$ cat src/rtl/batrider_input_cond.sv
// Batrider input conditioning: sync, debounce and coin pulse shaping.
// Optional autofire on button 1 is built when BATRIDER_AUTOFIRE_EN is defined.
module batrider_input_cond #(
    parameter int DEB_TICKS   = 4,
    parameter int COIN_FRAMES = 3,
    parameter int COIN_GAP    = 3
) (
    input  logic       CLK,
    input  logic       RESET,
    input  logic       CEN,
    input  logic       VS,
    input  logic [1:0] AUTOFIRE,
    input  logic [9:0] JOYSTICK1_IN,
    input  logic [9:0] JOYSTICK2_IN,
    input  logic [3:0] START_IN,
    input  logic [3:0] COIN_IN,
    input  logic       SERVICE_IN,
    output logic [9:0] JOYSTICK1,
    output logic [9:0] JOYSTICK2,
    output logic [3:0] START_BUTTON,
    output logic [3:0] COIN_INPUT,
    output logic       SERVICE,
    output logic [3:0] COIN_BUSY
);

    localparam int NB = 29;
    localparam logic [3:0] DEB_T = 4'(DEB_TICKS);
    localparam logic [3:0] CF_T  = 4'(COIN_FRAMES);
    localparam logic [3:0] CG_T  = 4'(COIN_GAP);

    typedef enum logic [1:0] {IDLE, PULSE, GAP} coin_st_t;

    logic [NB-1:0] raw, s1, s2, deb;
    logic [3:0]    cnt [NB];
    logic          vs1, vs2, vs3, frame_tick;
    logic [3:0]    coin_q, press;

    assign raw = {SERVICE_IN, COIN_IN, START_IN, JOYSTICK2_IN, JOYSTICK1_IN};

    // two-flop synchronisers for all raw bits and VS, plus VS edge history
    always_ff @(posedge CLK or posedge RESET) begin
        if (RESET) begin
            s1  <= '1;
            s2  <= '1;
            vs1 <= 1'b1;
            vs2 <= 1'b1;
            vs3 <= 1'b1;
        end else begin
            s1  <= raw;
            s2  <= s1;
            vs1 <= VS;
            vs2 <= vs1;
            vs3 <= vs2;
        end
    end

    assign frame_tick = vs2 & ~vs3;

    // per-bit debounce: flip after DEB_TICKS consecutive differing CEN samples
    always_ff @(posedge CLK or posedge RESET) begin
        if (RESET) begin
            deb <= '1;
            for (int b = 0; b < NB; b++) cnt[b] <= 4'd0;
        end else if (CEN) begin
            for (int b = 0; b < NB; b++) begin
                if (s2[b] == deb[b]) begin
                    cnt[b] <= 4'd0;
                end else if (cnt[b] + 4'd1 == DEB_T) begin
                    deb[b] <= ~deb[b];
                    cnt[b] <= 4'd0;
                end else begin
                    cnt[b] <= cnt[b] + 4'd1;
                end
            end
        end
    end

    // previous debounced coin levels for press (falling edge) detection
    always_ff @(posedge CLK or posedge RESET) begin
        if (RESET) coin_q <= '1;
        else       coin_q <= deb[27:24];
    end

    assign press = coin_q & ~deb[27:24];

    for (genvar i = 0; i < 4; i++) begin : g_coin
        coin_st_t   st, st_n;
        logic [3:0] fc, fc_n;
        logic [1:0] pend, pend_n;
        logic [2:0] sum;
        logic       deq;

        // coin FSM state, frame count and pending queue depth
        always_ff @(posedge CLK or posedge RESET) begin
            if (RESET) begin
                st   <= IDLE;
                fc   <= 4'd0;
                pend <= 2'd0;
            end else begin
                st   <= st_n;
                fc   <= fc_n;
                pend <= pend_n;
            end
        end

        // next-state: start pulses from the queue, time pulse and gap in frames
        always_comb begin
            st_n = st;
            fc_n = fc;
            deq  = 1'b0;
            unique case (st)
                IDLE: begin
                    if (pend != 2'd0 || press[i]) begin
                        st_n = PULSE;
                        fc_n = 4'd0;
                        deq  = 1'b1;
                    end
                end
                PULSE: begin
                    if (frame_tick) begin
                        if (fc + 4'd1 == CF_T) begin
                            st_n = GAP;
                            fc_n = 4'd0;
                        end else begin
                            fc_n = fc + 4'd1;
                        end
                    end
                end
                GAP: begin
                    if (frame_tick) begin
                        if (fc + 4'd1 == CG_T) begin
                            st_n = IDLE;
                            fc_n = 4'd0;
                        end else begin
                            fc_n = fc + 4'd1;
                        end
                    end
                end
                default: st_n = IDLE;
            endcase
            sum    = {1'b0, pend} + {2'b0, press[i]} - {2'b0, deq};
            pend_n = sum[2] ? 2'd3 : sum[1:0];
        end

        assign COIN_INPUT[i] = (st != PULSE);
        assign COIN_BUSY[i]  = (st != IDLE) | (pend != 2'd0);
    end

    assign START_BUTTON = deb[23:20];
    assign SERVICE      = deb[28];

`ifdef BATRIDER_AUTOFIRE_EN
    logic [1:0] af_held, af_run, af_out, af_hi;
    logic [1:0] af_ph [2];

    assign af_held = AUTOFIRE & ~{deb[14], deb[4]};
    assign af_hi   = {af_ph[1][1], af_ph[0][1]};
    assign af_out  = ~(af_held & af_run & ~af_hi);

    // autofire phase: starts low on first frame after press, 2 frames per half
    always_ff @(posedge CLK or posedge RESET) begin
        if (RESET) begin
            af_run <= 2'b00;
            for (int p = 0; p < 2; p++) af_ph[p] <= 2'd0;
        end else begin
            for (int p = 0; p < 2; p++) begin
                if (!af_held[p]) begin
                    af_run[p] <= 1'b0;
                    af_ph[p]  <= 2'd0;
                end else if (frame_tick) begin
                    if (!af_run[p]) begin
                        af_run[p] <= 1'b1;
                        af_ph[p]  <= 2'd0;
                    end else begin
                        af_ph[p] <= af_ph[p] + 2'd1;
                    end
                end
            end
        end
    end

    assign JOYSTICK1 = {deb[9:5], af_out[0], deb[3:0]};
    assign JOYSTICK2 = {deb[19:15], af_out[1], deb[13:10]};
`else
    logic unused_autofire;
    assign unused_autofire = ^AUTOFIRE;
    assign JOYSTICK1 = deb[9:0];
    assign JOYSTICK2 = deb[19:10];
`endif

endmodule

$ cat config.mk
export PLATFORM = sky130hd
export DESIGN_NAME = batrider_input_cond
export DESIGN_NICKNAME = d
export VERILOG_FILES = /design/src/rtl/batrider_input_cond.sv
export SDC_FILE = /design/constraint.sdc
export NUM_CORES = 1
export LEC_CHECK = 0
export ABC_AREA = 1
export BUFFER_PORTS_ARGS = -buffer_cell sky130_fd_sc_hd__buf_2
export CAP_MARGIN = 25
export CORE_ASPECT_RATIO = 0.75
export CORE_MARGIN = 4
export CORE_UTILIZATION = 50
export CTS_BUF_LIST = sky130_fd_sc_hd__clkbuf_16
export CTS_CLUSTER_SIZE = 12
export DETAILED_ROUTE_END_ITERATION = 6
export PLACE_DENSITY_LB_ADDON = 0.15
export SYNTH_ARGS = -nofsm -noshare
export SYNTH_HDL_FRONTEND = slang
export SYNTH_SLANG_ARGS = --single-unit
export TNS_END_PERCENT = 5
$ cat constraint.sdc
create_clock -name CLK -period 21.8 [get_ports CLK]
set_input_delay 4.36 -clock CLK [delete_from_list [all_inputs] [get_ports CLK]]
set_output_delay 4.36 -clock CLK [all_outputs]
set_load 0.005 [all_outputs]
==> summary.md <==
| Metric | Value |
|---|---|
| Yosys reg bits | `242` |
| Via count | `approximately 8,000` |
| CP Class | `flop to primary output` |
| Number of clock sinks | `roughly 240` |
| Pwr/cell area | `around 110 nW/µm²` |
| Adder-cell area share of the yosys netlist | `0.09050` |
| CTS tree | `built` |
| Core area | `approximately 23,000 µm²` |
| CTS Root Cell | `clkbuf_16` |
| Worst-path clk slew | `0.06 ns` |
| Post-cts gate resize count | `0` |
| Slew of the pin with the lowest slew margin | `just under 0.8 ns` |
| Vias in the first global route | `approximately 7,600` |
| Synth unique cells | `37` |
| Area after DPL | `approximately 12,000 µm²` |
| DR vias/cell | `5.029` |
| Power Total | `1.463 mW` |
| # diodes | `0` |
| Final setup viols | `0` |
| Peak supply drop | `0.06739 mV` |
| CP max FO | `3` |
| Row cnt | `48` |
| Main combinational cell family by area after synthesis | `simple AND/OR/NAND/NOR gates` |
| Syn_area_per_cell | `a little under 10 µm²` |
| Die span in y | `141.1 µm` |
| Share of cells above drive strength 1 | `0.1838` |
| First-pass GRT wire length | `roughly 34,000 µm` |
| Average wire per standard cell | `~12 µm` |
| Final HPWL DP | `about 12,000 µm` |
| Mapped Nets | `roughly 1,300` |
| HP Class | `flop to flop` |
| Max Clk Rate | `~170 MHz` |
| Final Slew Violations | `0` |
| Post-CTS Setup Inserts | `0` |
| TritonCTS buffer count | `26` |
| DR iter-0 viols | `411` |
| Most common cell after layout, fill and taps aside | `nand2_1` |
| Sw Share | `0.3367` |
| Startpoint types | `flop` |
| P&R area growth vs syn | `10.35%` |
| Initial Utilization | `0.5106` |
| Simple-Gate Fraction of Synth Area | `0.1813` |
| Post-synthesis compound-gate area fraction | `0.09633` |
| Worst Path Arrival | `approximately 1.5 ns` |
| Initial antenna violation count | `0` |
| Gr usage total | `0.1525` |
| Port bufs | `65` |
| P_leak | `6.138 nW` |
| Maximum buffer depth of the clock tree | `3` |
| Sequential-to-total area share from yosys stat | `0.5229` |
| Gate count after technology mapping | `1,223` |
| Clock Latency Late Sink | `approximately 0.52 ns` |
| Slew margin rel. | `0.4719` |
| Design area | `13,030 µm²` |
| Post-Synth XOR/XNOR Area | `0.04006` |
| Net Sw Power | `slightly below 0.5 mW` |
| TNS Setup | `0 ns` |
| Largest net degree at the start of global routing | `around 120` |
| Mux cell area share after synthesis | `0.0009538` |
| Tcrit/Tclk final | `0.2680` |
| Synth warn | `0` |
| GP Congestion | `between 0.7 and 0.8` |
| Overflow after GRT | `0` |
| RSZ-0062 raised after global routing | `no` |
| Worst Clk Skew | `0.01320 ns` |
| Internal power | `just under 1 mW` |
| Most frequent cells in the layout | `nand2_1 (295), dfrtp_1 (148), inv_1 (129)` |
| Initial DRT Pass Iterations | `5` |
| Min Tclk post-route | `approximately 5.8 ns` |
| Hold Buf Count CTS | `0` |
| CP Capture Type | `primary output` |
| Comb power frac | `0.267` |
| Io pins | `between 60 and 70` |
| Max Cap Viol | `0` |
| Horiz. Die Dim | `185.4 µm` |
| Number of remaining DRC errors | `0` |
| Routed WL | `a little under 20,000 µm` |
| CTS HTree Levels | `1` |
| Clock power share | `0.278` |
| Layout net count | `approximately 1,400` |
| Outcome | `finished clean` |
| Final hold vios | `0` |
| Syn Std Cell Area | `11,810 µm²` |
| Finished Core Util | `0.5635` |
| Sequential share of power | `0.455` |
| Routed Antenna Nets | `0` |
| Crit path required time | `about 17 ns` |
| Die area | `between 20,000 and 30,000 µm²` |
==> metal layers <==
layer  share of wire  GRT usage  vias up
met5               0          0        -
met4           0.016    0.03166        0
met3           0.041    0.02889       26
met2            0.43     0.2400      102
met1            0.52     0.2225     3766
li1                -          -     4127
==> path summary, 6_finish.rpt <==
path                            slack [ns]  depth (start not counted)       startpoint           endpoint
max in group asynchronous            16.14                          5            RESET            cnt[93]
worst min register to register        0.35                          0            s1[7]              s2[7]
worst min-delay path                  0.35                          0            s1[7]              s2[7]
worst max-delay path                 15.96                          4  g_coin[0].st[1]       COIN_BUSY[0]
worst max register to register       19.54                         11  g_coin[0].st[1]  g_coin[0].pend[0]
min in group asynchronous             3.97                          2            RESET    g_coin[2].st[0]
==> Yosys cell counts <==
cell / count / area [µm²]
nand3b_1: 2 / 15.01
a32o_1: 4 / 40.04
or2_2: 4 / 25.02
inv_6: 1 / 8.760
dfrtp_1: 148 / 3704
nand2_1: 295 / 1107
mux2_2: 1 / 11.26
o21ai_1: 33 / 165.2
nor2_4: 8 / 90.09
nand2_2: 2 / 12.51
buf_8: 1 / 15.01
nor2_2: 5 / 31.28
buf_2: 10 / 50.05
xor2_1: 19 / 166.4
and3_1: 3 / 18.77
buf_6: 6 / 67.56
fa_1: 4 / 80.08
nand3_1: 91 / 455.4
a22o_1: 25 / 219.0
inv_2: 3 / 11.26
inv_1: 119 / 446.7
a21oi_2: 15 / 131.4
o22ai_1: 20 / 125.1
nand4_1: 30 / 187.7
buf_4: 26 / 195.2
xnor2_1: 35 / 306.5
a31oi_1: 4 / 25.02
ha_1: 79 / 988.5
o21ai_2: 1 / 8.760
dfstp_2: 94 / 2470
o21ai_0: 73 / 365.4
a21oi_1: 9 / 45.04
o31ai_2: 1 / 12.51
nor3_1: 1 / 5.000
clkbuf_1: 2 / 7.510
nand4_2: 1 / 12.51
nor2_1: 48 / 180.2
==> critical path, stage by stage, from the launching register on <==
cell     delay, ns
dfrtp_1       0.40
inv_1         0.12
ha_1          0.22
nand3_1       0.10
buf_2         0.13
==> state kept, by name, summed over array words and instances (netlist names) <==
signal       count
coin_q           4
cnt            116
vs1              1
vs2              1
vs3              1
s1              29
g_coin.pend      8
g_coin.fc       16
deb             29
g_coin.st        8
s2              29
==> per-stage QoR <==
stage	hold WS, ns	worst slack (ns)	instances
floorplan	0.3452	10.95	1223
global placement	0.3457	15.03	1546
detailed placement	0.3468	15.03	1546
CTS	0.3540	15.60	1594
global route	0.3572	15.75	1595
finish	0.3496	15.96	1595
==> power by group through the flow <==
stage | combinational [mW] | clock, mW | sequential (mW)
global placement | 0.384 | 0 | 0.668
CTS | 0.398 | 0.423 | 0.665
global route | 0.466 | 0.441 | 0.682
floorplan | 0.333 | 0 | 0.650
detailed placement | 0.397 | 0 | 0.670
finish | 0.391 | 0.406 | 0.665
==> cell type report <==
class / instances / area, µm²
flip-flops and latches: 242 / 6173
multi-input cells: 813 / 4831
repair buffers: 69 / 377.9
clock buffers: 27 / 675.6
fillers: 2027 / 10090
clock inverters: 21 / 121.4
well taps: 300 / 375.4
inverters: 123 / 474.2
==> kinds of logic (layout without fill, tap and decap cells) <==
group                      count (synthesis)  count (layout)
AOI/OAI and AO/OA                        185             185
xor gates and xnor gates                  54              54
adders and majority gates                 83              83
buffers and inverters                    168             240
DFF                                      242             242
muxes                                      1               1
and+or+nand+nor                          490             490
(Power assumes the default switching activity.)
